==> config.mk <==
export PLATFORM = sky130hd
export DESIGN_NAME = num_syst
export DESIGN_NICKNAME = d
export VERILOG_FILES = /design/src/rtl/num_syst.sv
export SDC_FILE = /design/constraint.sdc
export NUM_CORES = 1
export LEC_CHECK = 0
export CAP_MARGIN = 20
export CORE_AREA = 3 3 65 127
export CTS_CLUSTER_DIAMETER = 120
export CTS_CLUSTER_SIZE = 14
export DETAILED_ROUTE_END_ITERATION = 6
export DIE_AREA = 0 0 68 130
export PLACE_DENSITY_LB_ADDON = 0.12
export SYNTH_ARGS = -nofsm -noshare
export SYNTH_HDL_FRONTEND = slang
export SYNTH_SLANG_ARGS = --single-unit
==> constraint.sdc <==
create_clock -name clk -period 8.9 [get_ports clk]
set_input_delay 1.78 -clock clk [delete_from_list [all_inputs] [get_ports clk]]
set_output_delay 1.78 -clock clk [all_outputs]
set_load 0.01 [all_outputs]
==> src/rtl/num_syst.sv <==
// num_syst: number-system display for 8 switches, two push buttons and
// four 7-segment digits. KEY1 loads the switch byte. KEY0 cycles the
// display base through HEX, DEC and OCT. The latched byte is shown on
// digits 0..2, a base letter on digit 3, and the raw byte on the LEDs.
module num_syst #(
   parameter bit SEG_ACTIVE_LOW = 1'b1
) (
   input  logic       clk,
   input  logic       rst,
   input  logic       KEY0,
   input  logic       KEY1,
   input  logic [7:0] switches,
   output logic [6:0] hex0,
   output logic [6:0] hex1,
   output logic [6:0] hex2,
   output logic [6:0] hex3,
   output logic [7:0] leds,
   output logic [1:0] base
);

   typedef enum logic [1:0] {
      MODE_HEX  = 2'd0,
      MODE_DEC  = 2'd1,
      MODE_OCT  = 2'd2,
      MODE_RSVD = 2'd3
   } mode_t;

   // Lit-segment masks, bit 0 = a ... bit 6 = g.
   localparam logic [6:0] SEG_BLANK  = 7'h00;
   localparam logic [6:0] SEG_LTR_H  = 7'h76;
   localparam logic [6:0] SEG_LTR_D  = 7'h5E;
   localparam logic [6:0] SEG_LTR_O  = 7'h5C;

   // ------------------------------------------------------------------
   // Button conditioning
   // ------------------------------------------------------------------
   logic [1:0] key_raw;
   logic [1:0] press;

   assign key_raw = {KEY1, KEY0};

   genvar gi;
   generate
      for (gi = 0; gi < 2; gi++) begin : g_key
         logic s1_reg;
         logic s2_reg;
         logic prev_reg;
         logic v1_reg;
         logic v2_reg;
         logic arm_reg;

         // Synchronize the key and keep the previous synchronized level.
         // The arm flag is only set once a genuinely sampled released level
         // has reached s2, so a key that is held down through reset is not
         // mistaken for a fresh press when reset lifts.
         always_ff @(posedge clk) begin
            if (rst) begin
               s1_reg   <= 1'b1;
               s2_reg   <= 1'b1;
               prev_reg <= 1'b1;
               v1_reg   <= 1'b0;
               v2_reg   <= 1'b0;
               arm_reg  <= 1'b0;
            end else begin
               s1_reg   <= key_raw[gi];
               s2_reg   <= s1_reg;
               prev_reg <= s2_reg;
               v1_reg   <= 1'b1;
               v2_reg   <= v1_reg;
               arm_reg  <= arm_reg | (v2_reg & s2_reg);
            end
         end

         // One-cycle pulse on the synchronized falling edge.
         assign press[gi] = arm_reg & prev_reg & ~s2_reg;
      end
   endgenerate

   // ------------------------------------------------------------------
   // Value and mode registers
   // ------------------------------------------------------------------
   logic [7:0] value_reg;
   mode_t      mode_reg;
   mode_t      mode_next;

   // Base sequence; the unused encoding behaves like HEX.
   always_comb begin
      mode_next = mode_reg;
      if (press[0]) begin
         case (mode_reg)
            MODE_HEX: mode_next = MODE_DEC;
            MODE_DEC: mode_next = MODE_OCT;
            MODE_OCT: mode_next = MODE_HEX;
            default:  mode_next = MODE_DEC;
         endcase
      end
   end

   // Latch switches on KEY1 and step the base on KEY0; both may fire together.
   always_ff @(posedge clk) begin
      if (rst) begin
         value_reg <= 8'h00;
         mode_reg  <= MODE_HEX;
      end else begin
         if (press[1]) begin
            value_reg <= switches;
         end
         mode_reg <= mode_next;
      end
   end

   assign leds = value_reg;
   assign base = mode_reg;

   // ------------------------------------------------------------------
   // Digit formatting
   // ------------------------------------------------------------------
   function automatic logic [6:0] seg_lit(input logic [3:0] d);
      logic [6:0] m;
      case (d)
         4'h0: m = 7'h3F;
         4'h1: m = 7'h06;
         4'h2: m = 7'h5B;
         4'h3: m = 7'h4F;
         4'h4: m = 7'h66;
         4'h5: m = 7'h6D;
         4'h6: m = 7'h7D;
         4'h7: m = 7'h07;
         4'h8: m = 7'h7F;
         4'h9: m = 7'h6F;
         4'hA: m = 7'h77;
         4'hB: m = 7'h7C;
         4'hC: m = 7'h39;
         4'hD: m = 7'h5E;
         4'hE: m = 7'h79;
         default: m = 7'h71;
      endcase
      return m;
   endfunction

   // Shift-and-add-3 conversion of a byte to three BCD digits.
   function automatic logic [11:0] bin2bcd(input logic [7:0] bin);
      logic [19:0] sh;
      sh = {12'd0, bin};
      for (int i = 0; i < 8; i++) begin
         if (sh[11:8]  >= 4'd5) sh[11:8]  = sh[11:8]  + 4'd3;
         if (sh[15:12] >= 4'd5) sh[15:12] = sh[15:12] + 4'd3;
         if (sh[19:16] >= 4'd5) sh[19:16] = sh[19:16] + 4'd3;
         sh = sh << 1;
      end
      return sh[19:8];
   endfunction

   logic [11:0] bcd;
   logic [3:0]  dig_h;
   logic [3:0]  dig_t;
   logic [3:0]  dig_u;
   logic [6:0]  lit [0:3];

   // Choose digits and letter per base, applying leading-zero blanking
   // to the DEC and OCT forms; HEX always shows both nibbles.
   always_comb begin
      bcd   = bin2bcd(value_reg);
      dig_h = 4'd0;
      dig_t = 4'd0;
      dig_u = 4'd0;
      lit[3] = SEG_LTR_H;
      lit[2] = SEG_BLANK;
      lit[1] = seg_lit(value_reg[7:4]);
      lit[0] = seg_lit(value_reg[3:0]);
      if (mode_reg == MODE_DEC || mode_reg == MODE_OCT) begin
         if (mode_reg == MODE_DEC) begin
            dig_h  = bcd[11:8];
            dig_t  = bcd[7:4];
            dig_u  = bcd[3:0];
            lit[3] = SEG_LTR_D;
         end else begin
            dig_h  = {2'b00, value_reg[7:6]};
            dig_t  = {1'b0, value_reg[5:3]};
            dig_u  = {1'b0, value_reg[2:0]};
            lit[3] = SEG_LTR_O;
         end
         lit[2] = (dig_h == 4'd0) ? SEG_BLANK : seg_lit(dig_h);
         lit[1] = (dig_h == 4'd0 && dig_t == 4'd0) ? SEG_BLANK : seg_lit(dig_t);
         lit[0] = seg_lit(dig_u);
      end
   end

   // Apply output polarity to each digit.
   logic [6:0] seg_out [0:3];

   generate
      for (gi = 0; gi < 4; gi++) begin : g_pol
         assign seg_out[gi] = SEG_ACTIVE_LOW ? ~lit[gi] : lit[gi];
      end
   endgenerate

   assign hex0 = seg_out[0];
   assign hex1 = seg_out[1];
   assign hex2 = seg_out[2];
   assign hex3 = seg_out[3];

endmodule

==> results of run 1 <==
## per-stage QoR
step / cell area, um^2 / utilization [%] / setup WS [ns] / setup TNS, ns / hold slack (ns)
floorplan: 3650 / - / 0.492 / 0 / 0.389
global placement: 4110 / 55.6 / 0.164 / 0 / 0.392
detailed placement: 4110 / 55.6 / -0.0701 / -0.181 / 0.398
CTS: 4310 / 58.4 / 0.0381 / 0 / 0.409
global route: 4400 / 59.7 / -0.0298 / -0.0298 / 0.435
finish: 4400 / 59.7 / 0.361 / 0 / 0.408
## placed cells by master (no fill, tap or decap), types with 9 or more instances in the layout
cell             synthesis  routed
a21oi_1                 30      28
a22oi_1                  9       9
buf_4                    9      18
clkdlybuf4s50_1          0      38
dfxtp_1                 34      34
ha_1                    33      31
inv_1                   32      31
mux2i_1                 19      19
nand2_1                 30      30
nand2b_1                10      10
nor2_1                  45      45
nor3_1                  16      16
o21ai_0                 18      18
or2_2                   10      10
## cell usage after synthesis (4+ instances only)
| library cell | number | share of area (%) |
|---|---|---|
| buf_6 | 4 | 1.2 |
| nor2_1 | 45 | 4.6 |
| buf_4 | 9 | 1.9 |
| inv_1 | 32 | 3.3 |
| a21o_1 | 4 | 0.83 |
| and3_1 | 5 | 0.86 |
| nand3_1 | 6 | 0.83 |
| o211ai_1 | 5 | 1.0 |
| nand2_1 | 30 | 3.1 |
| a21oi_1 | 30 | 4.1 |
| o31ai_1 | 6 | 1.2 |
| buf_2 | 5 | 0.69 |
| clkbuf_1 | 16 | 1.7 |
| nand2b_1 | 10 | 1.7 |
| nor3_1 | 16 | 2.2 |
| and2_1 | 7 | 1.2 |
| o21ai_0 | 18 | 2.5 |
| mux2_2 | 5 | 1.5 |
| ha_1 | 33 | 11 |
| dfxtp_1 | 34 | 19 |
| a31oi_1 | 5 | 0.86 |
| a22oi_1 | 9 | 1.9 |
| or2_2 | 10 | 1.7 |
| a2111oi_0 | 4 | 0.96 |
| xnor2_1 | 5 | 1.2 |
| a221oi_1 | 4 | 0.96 |
| mux2i_1 | 19 | 5.2 |
## cell type report
cell class / instances / share of cell area (%)
well taps: 92 / 2.61
multi-input cells: 364 / 62.2
repair buffers: 62 / 13.4
clock buffers: 7 / 3.24
clock inverters: 1 / 0.114
flip-flops and latches: 34 / 15.5
inverters: 35 / 2.98
## cells by family (layout without fill, tap and decap cells)
group,count (synthesis),after routing
simple gates,158,158
other cells,2,5
fa+ha+maj,33,33
xor+xnor,7,7
buf+inv,69,105
flops,34,34
mux,27,27
compound gates,134,134
## per-layer routing
layer	up-vias	wire length, um	share of wire [%]	track usage, %
met5	-	0	0	0
met2	71	5090	55	39.4
met4	0	441	4.8	13.6
li1	1737	-	-	-
met1	1638	3570	38	21.8
met3	32	176	1.9	2.58
## where the power goes
part / internal [W] / total [W] / switching, W
sequential: 0.000156 / 0.000159 / 0.00000230
combinational: 0.0000253 / 0.0000540 / 0.0000287
clock: 0.000111 / 0.000168 / 0.0000577
total: 0.000292 / 0.000381 / 0.0000887
## critical path, delay by kind of cell, from the launching register on
kind                       cells  cell delay [ns]
AOI/OAI and AO/OA             10             2.01
buffers and inverters          6             0.88
xor gates and xnor gates       1             0.15
DFF                            1             0.33
adders and majority gates      6             1.20
and+or+nand+nor                7             1.91
## path summary, 6_finish.rpt
check | from | slack, ns | depth (start not counted) | to
setup / recovery | leds[5] | 0.36 | 30 | hex1[1]
hold / removal | g_key[0].s1_reg | 0.41 | 1 | g_key[0].s2_reg
setup reg to reg | g_key[1].s2_reg | 6.35 | 8 | register
hold reg to reg | g_key[0].s1_reg | 0.41 | 1 | g_key[0].s2_reg
## repair_timing
item | in CTS | in global routing
pin swaps | 2 | 6
setup buffers | 1 | 4
gates resized for setup | 11 | 18
setup endpoints to repair | 7 | 7
==> flow_metrics.tcl, run 1 <==
set metrics [dict create \
    num_antenna_cells 0 \
    hold_buffers 0 \
    vias_per_cell 5.85 \
    antenna_found_initial 0 \
    wirelength_mm 9.27 \
    status "complete, no violations" \
    synth_area_um2 3640 \
    drc 0 \
    worst_slew_pin_slew_ns 0.891 \
    path_clk_slew_ns 0.05 \
    die_y_um 130 \
    seqCellArea_um2 681 \
    leakagePower_nw 1.91 \
    power_w 0.000381 \
    cpMostUsedCell "ha_1" \
    synth_ff_type "dfxtp_1" \
    htree_levels 2 \
    final_nets 547 \
    multiInputGateArea_um2 2740 \
    endpoint_kind "output pin" \
    die_w_um 68 \
    dp_cells 582 \
    place_congestion 0.870 \
    async_flop_share_pct 0 \
    start_util_pct 49.3 \
    wire_per_inst_um 15.6 \
    path_class "reg -> out" \
    drive_above_1_share_pct 17.5 \
    area_growth_pct 21.0 \
    final_cells 595 \
    synth_cell_type_count 81 \
    fmax_mhz 117 \
    yosysSeqAreaShare_pct 18.7 \
    clk_latency_ns 0.27 \
    cts_tree "yes" \
    cts_buffer_depth 2 \
    fillers 659 \
    cp_slowest_cell "clkdlybuf4s50_1" \
    grt_pass1_wl_mm 14.9 \
    powerDensity_nw_per_um2 86.5 \
    relSlewSlack_pct 40.6 \
    hold_viol 0 \
    cts_buffers 5 \
    cts-root-buf "clkbuf_16" \
    finClkSkew_ns 0.00260 \
    grtUsageTotal_pct 21.5 \
    cap_viol_max_count 0 \
    die_area_um2 8840 \
    synth_warnings 0 \
    portBuffers 44 \
    finalCritPeriodShare_pct 95.9 \
    ir_drop_uv 92.3 \
    min_path_type "reg -> reg" \
    synth_xor_area_share_pct 1.69 \
    synth_fa_ha_area_share_pct 11.3 \
    critPathMaxStageDelay_ns 0.53 \
    synth_top_family_by_area "compound AO/OA/AOI/OAI gates" \
    drtAntennaViolNets 0 \
    dpl.hpwl_mm 7.33 \
    worstPathMaxFanout 8 \
    synth.avg_cell_area_um2 7.84 \
    rows 44 \
    grt_max_degree 27 \
    yosys-mux-area-fraction_pct 8.39 \
    critical_path_required_ns 7.12 \
    synth-compound-area-share_pct 27.6 \
    critPathLaunchType "register" \
    cts.sinks 34 \
    dr.pass1.iters 4 \
    grt_pass1_vias 3417 \
    core-area_um2 7380 \
    setup_viol 0 \
    period_needed_ns 8.54 \
    synth_edf_count 0 \
    ys_ff_latch 34 \
    vias 3478 \
    yosys.area_share.simple_pct 23.0 \
    slew_viol_final 0 \
    syn_inst 464 \
    cp_data_arrival_time_ns 6.76 \
    io_pins 50 \
    drtIter0Drc 208 \
    grt_overflow 0 \
]
Power figures use the tool's default switching activity.
==> inputs of run 2 (changes only) <==
--- a/config.mk
+++ b/config.mk
@@ -12,6 +12,7 @@
 export DETAILED_ROUTE_END_ITERATION = 6
 export DIE_AREA = 0 0 68 130
 export PLACE_DENSITY_LB_ADDON = 0.12
+export SKIP_LAST_GASP = 1
 export SYNTH_ARGS = -nofsm -noshare
 export SYNTH_HDL_FRONTEND = slang
 export SYNTH_SLANG_ARGS = --single-unit
==> flow_metrics.tcl, run 2 (synthesis results as in run 1) <==
set metrics [dict create \
    slew_viol_final 0 \
    min_path_type "reg -> reg" \
    leakagePower_nw 1.89 \
    multiInputGateArea_um2 2730 \
    drc 0 \
    grt_pass1_wl_mm 14.9 \
    finClkSkew_ns 0.00290 \
    cts_buffers 5 \
    dr.pass1.iters 4 \
    path_class "reg -> out" \
    pwr-share-comb_pct 14.1 \
    period_needed_ns 8.64 \
    final_common_cell "nor2_1" \
    worstPathMaxFanout 8 \
    relSlewSlack_pct 43.3 \
    cts_tree "yes" \
    rsz0062_at_grt "yes" \
    cts-root-buf "clkbuf_16" \
    p_seq_share_pct 41.6 \
    drtAntennaViolNets 0 \
    pwr-share-clk_pct 44.2 \
    post-route-cell-area_um2 4390 \
    core-area_um2 7380 \
    hold_start "g_key[0].s1_reg" \
    final_nets 547 \
    cpMostUsedCell "ha_1" \
    vias 3480 \
    p_int_w 0.000292 \
    wire_per_inst_um 15.6 \
    p_sw_share_pct 23.3 \
    setup_viol 0 \
    die_w_um 68 \
    reg2reg_from "g_key[1].s2_reg" \
    path_clk_slew_ns 0.05 \
    cp_data_arrival_time_ns 6.86 \
    layout_common_cells "45 x nor2_1, 39 x clkdlybuf4s50_1, 34 x dfxtp_1" \
    fillers 660 \
    io_pins 50 \
    endpoint_kind "output pin" \
    die_y_um 130 \
    critical_path_required_ns 7.12 \
    wirelength_mm 9.28 \
    area_growth_pct 20.7 \
    seqCellArea_um2 681 \
    dp_cells 582 \
    finalSetupTns_ns 0 \
    critPathMaxStageDelay_ns 0.53 \
    critPathLaunchType "register" \
    htree_levels 2 \
    grt_overflow 0 \
    die_area_um2 8840 \
    cts.sinks 34 \
    vias_per_cell 5.85 \
    crit_family "compound AO/OA/AOI/OAI gates" \
    final_cells 595 \
    hold_buffers 0 \
    ir_drop_uv 92.5 \
    place_congestion 0.870 \
    hold_viol 0 \
    cts_buffer_depth 2 \
    cap_viol_max_count 0 \
    grt_max_degree 27 \
    drtIter0Drc 212 \
    rows 44 \
    drive_above_1_share_pct 17.5 \
    cp_slowest_cell "clkdlybuf4s50_1" \
    status "complete, no violations" \
    finalCritPeriodShare_pct 97.1 \
    grtUsageTotal_pct 21.5 \
    dpl.hpwl_mm 7.33 \
    antenna_found_initial 0 \
    powerDensity_nw_per_um2 86.8 \
    grt_pass1_vias 3417 \
    clk_latency_ns 0.27 \
    crit_start "leds[5]" \
    place_area_um2 4110 \
    portBuffers 44 \
    fmax_mhz 116 \
    p_switching_w 0.0000889 \
    start_util_pct 49.3 \
    num_antenna_cells 0 \
    worst_slew_pin_slew_ns 0.837 \
    path_buf_inv 6 \
]
## run 2: worst reg2reg max path: cells and delay by family (launching register included)
family	cells	cell delay (ns)
adders and majority gates	1	0.33
muxes	2	0.70
buffers and inverters	3	0.28
DFF	1	0.33
and+or+nand+nor	2	0.86
## run 2: timing repair
action,in CTS,in global routing
setup endpoints to repair,7,7
gates resized for setup,11,16
pin swaps,2,6
setup buffers,1,4
cloned,0,0
## run 2: through the flow
stage / power [W] / utilization, % / setup WS [ns] / hold slack, ns
finish: 0.000381 / 59.5 / 0.262 / 0.407
global route: 0.000398 / 59.5 / -0.138 / 0.435
CTS: 0.000384 / 58.4 / 0.0381 / 0.409
detailed placement: 0.000213 / 55.6 / -0.0701 / 0.398
global placement: 0.000213 / 55.6 / 0.164 / 0.392
floorplan: 0.000198 / - / 0.492 / 0.389
## run 2: power by group through the flow
stage	sequential [W]	combinational, W	clock [W]
4_1_cts	0.000159	0.0000531	0.000172
5_1_grt	0.000159	0.0000591	0.000179
3_3_place_gp	0.000162	0.0000511	0
6_report	0.000159	0.0000539	0.000169
3_5_place_dp	0.000162	0.0000515	0
2_1_floorplan	0.000161	0.0000366	0
## run 2: final cells by class
cell class	count	area share [%]
multi-input combinational	364	62.1
sequential	34	15.5
clock inverter	1	0.114
inverter	35	2.99
clock buffer	7	3.25
tap	92	2.62
timing repair buffer	62	13.4
## run 2: routing by layer
layer / wire, um / track usage [%]
met5: 0 / 0
met4: 441 / 13.6
met3: 173 / 2.58
met2: 5100 / 39.4
met1: 3570 / 21.8
## run 2: worst paths after layout
path                      to  slack, ns  cells past startpoint
max reg2reg         register       6.35                      8
max                  hex1[5]       0.26                     30
min reg2reg  g_key[0].s2_reg       0.41                      1
min          g_key[0].s2_reg       0.41                      1
==> inputs of run 3 (changes only) <==
--- a/config.mk
+++ b/config.mk
@@ -6,11 +6,11 @@
 export NUM_CORES = 1
 export LEC_CHECK = 0
 export CAP_MARGIN = 20
-export CORE_AREA = 3 3 65 127
+export CORE_AREA = 4 4 66 128
 export CTS_CLUSTER_DIAMETER = 120
 export CTS_CLUSTER_SIZE = 14
 export DETAILED_ROUTE_END_ITERATION = 6
-export DIE_AREA = 0 0 68 130
+export DIE_AREA = 0 0 70 132
 export PLACE_DENSITY_LB_ADDON = 0.12
 export SKIP_LAST_GASP = 1
 export SYNTH_ARGS = -nofsm -noshare
==> flow_metrics.tcl, run 3 (synthesis results as in run 1) <==
set metrics [dict create \
    num_antenna_cells 0 \
    p_sw_share_pct 25.0 \
    pwr-share-comb_pct 14.2 \
    pwr-share-clk_pct 45.1 \
    start_util_pct 48.2 \
    setup_viol 0 \
    rsz0062_at_grt "yes" \
    cpMostUsedCell "ha_1" \
    cts.sinks 34 \
    grt_pass1_wl_mm 16.5 \
    wirelength_mm 10.0 \
    endpoint_kind "output pin" \
    path_buf_inv 8 \
    power_w 0.000390 \
    leakagePower_nw 1.83 \
    crit_family "compound AO/OA/AOI/OAI gates" \
    core-area_um2 7540 \
    final_nets 548 \
    critPathLaunchType "register" \
    worstPathMaxFanout 11 \
    drtAntennaViolNets 0 \
    vias 3588 \
    relSlewSlack_pct 44.1 \
    p_switching_w 0.0000976 \
    critPathMaxStageDelay_ns 0.57 \
    worst_slew_pin_slew_ns 0.815 \
    final_cells 598 \
    grt_max_degree 27 \
    path_clk_slew_ns 0.06 \
    dpl.hpwl_mm 7.88 \
    post-route-cell-area_um2 4390 \
    min_path_type "reg -> reg" \
    finalCritPeriodShare_pct 97.8 \
    cp_slowest_cell "clkdlybuf4s50_1" \
    status "complete, no violations" \
    p_seq_share_pct 40.6 \
    drtIter0Drc 205 \
    hold_viol 0 \
    dp_cells 587 \
    area_growth_pct 20.7 \
    cts_buffers 5 \
    seqCellArea_um2 681 \
    period_needed_ns 8.70 \
    place_congestion 0.948 \
    cts_buffer_depth 2 \
    cap_viol_max_count 0 \
    powerDensity_nw_per_um2 88.8 \
    cts-root-buf "clkbuf_16" \
    grtUsageTotal_pct 21.5 \
    slew_viol_final 0 \
    ir_drop_uv 101 \
    path_class "reg -> out" \
    htree_levels 2 \
    portBuffers 44 \
    final_common_cell "nor2_1" \
    io_pins 50 \
    drive_above_1_share_pct 17.9 \
    clk_latency_ns 0.28 \
    antenna_found_initial 0 \
    layout_common_cells "45 x nor2_1, 41 x clkdlybuf4s50_1, 34 x dfxtp_1" \
    dr.pass1.iters 4 \
    p_int_w 0.000292 \
    die_y_um 132 \
    rows 45 \
    vias_per_cell 6.00 \
    fillers 706 \
    place_area_um2 4130 \
    wire_per_inst_um 16.8 \
    grt_overflow 0 \
    critical_path_required_ns 7.12 \
    multiInputGateArea_um2 2720 \
    die_area_um2 9240 \
    cp_data_arrival_time_ns 6.92 \
    grt_pass1_vias 3588 \
    cts_tree "yes" \
    finClkSkew_ns 0.00515 \
    die_w_um 70 \
    drc 0 \
    fmax_mhz 115 \
]
==> run 3: routing by layer <==
metal / routed length [um] / vias up / global-route usage (%)
li1: - / 1750 / -
met1: 3770 / 1703 / 22.4
met2: 5480 / 103 / 40.0
met3: 336 / 32 / 2.52
met4: 446 / 0 / 12.8
met5: 0 / - / 0
==> run 3: area by class of cell <==
class / count / area share, %
tap: 94 / 2.68
clock buffer: 6 / 3.16
clock inverter: 2 / 0.285
inverter: 35 / 2.99
sequential: 34 / 15.5
multi-input combinational: 364 / 61.9
timing repair buffer: 63 / 13.4
==> run 3: path summary, 6_finish.rpt <==
kind	start	end	slack (ns)	cells past startpoint
worst min-delay path	g_key[0].s1_reg	g_key[0].s2_reg	0.41	1
worst min register to register	g_key[0].s1_reg	g_key[0].s2_reg	0.41	1
worst max-delay path	leds[5]	hex1[0]	0.20	32
worst max register to register	g_key[1].s2_reg	register	6.29	8
==> run 3: stage by stage <==
stage               setup WS (ns)  utilization (%)  TNS [ns]  hold slack, ns
detailed placement        -0.0632             54.7    -0.183           0.400
global route               -0.183             58.2    -0.621           0.421
finish                      0.199             58.2         0           0.408
global placement            0.163             54.7         0           0.392
CTS                        0.0109             57.3         0           0.413
floorplan                   0.492                -         0           0.389
==> run 3: power by group through the flow <==
stage / combinational [W] / sequential [W] / clock [W]
3_5_place_dp: 0.0000531 / 0.000162 / 0
6_report: 0.0000555 / 0.000159 / 0.000176
4_1_cts: 0.0000544 / 0.000158 / 0.000179
2_1_floorplan: 0.0000366 / 0.000161 / 0
3_3_place_gp: 0.0000528 / 0.000162 / 0
5_1_grt: 0.0000607 / 0.000159 / 0.000185
==> run 3: timing repair <==
item                       CTS  global route
setup endpoints to repair    7            10
buffers inserted             1             2
pin swaps                    1             4
hold buffers                 0             0
gates cloned                 0             0
gates resized for setup      9            16
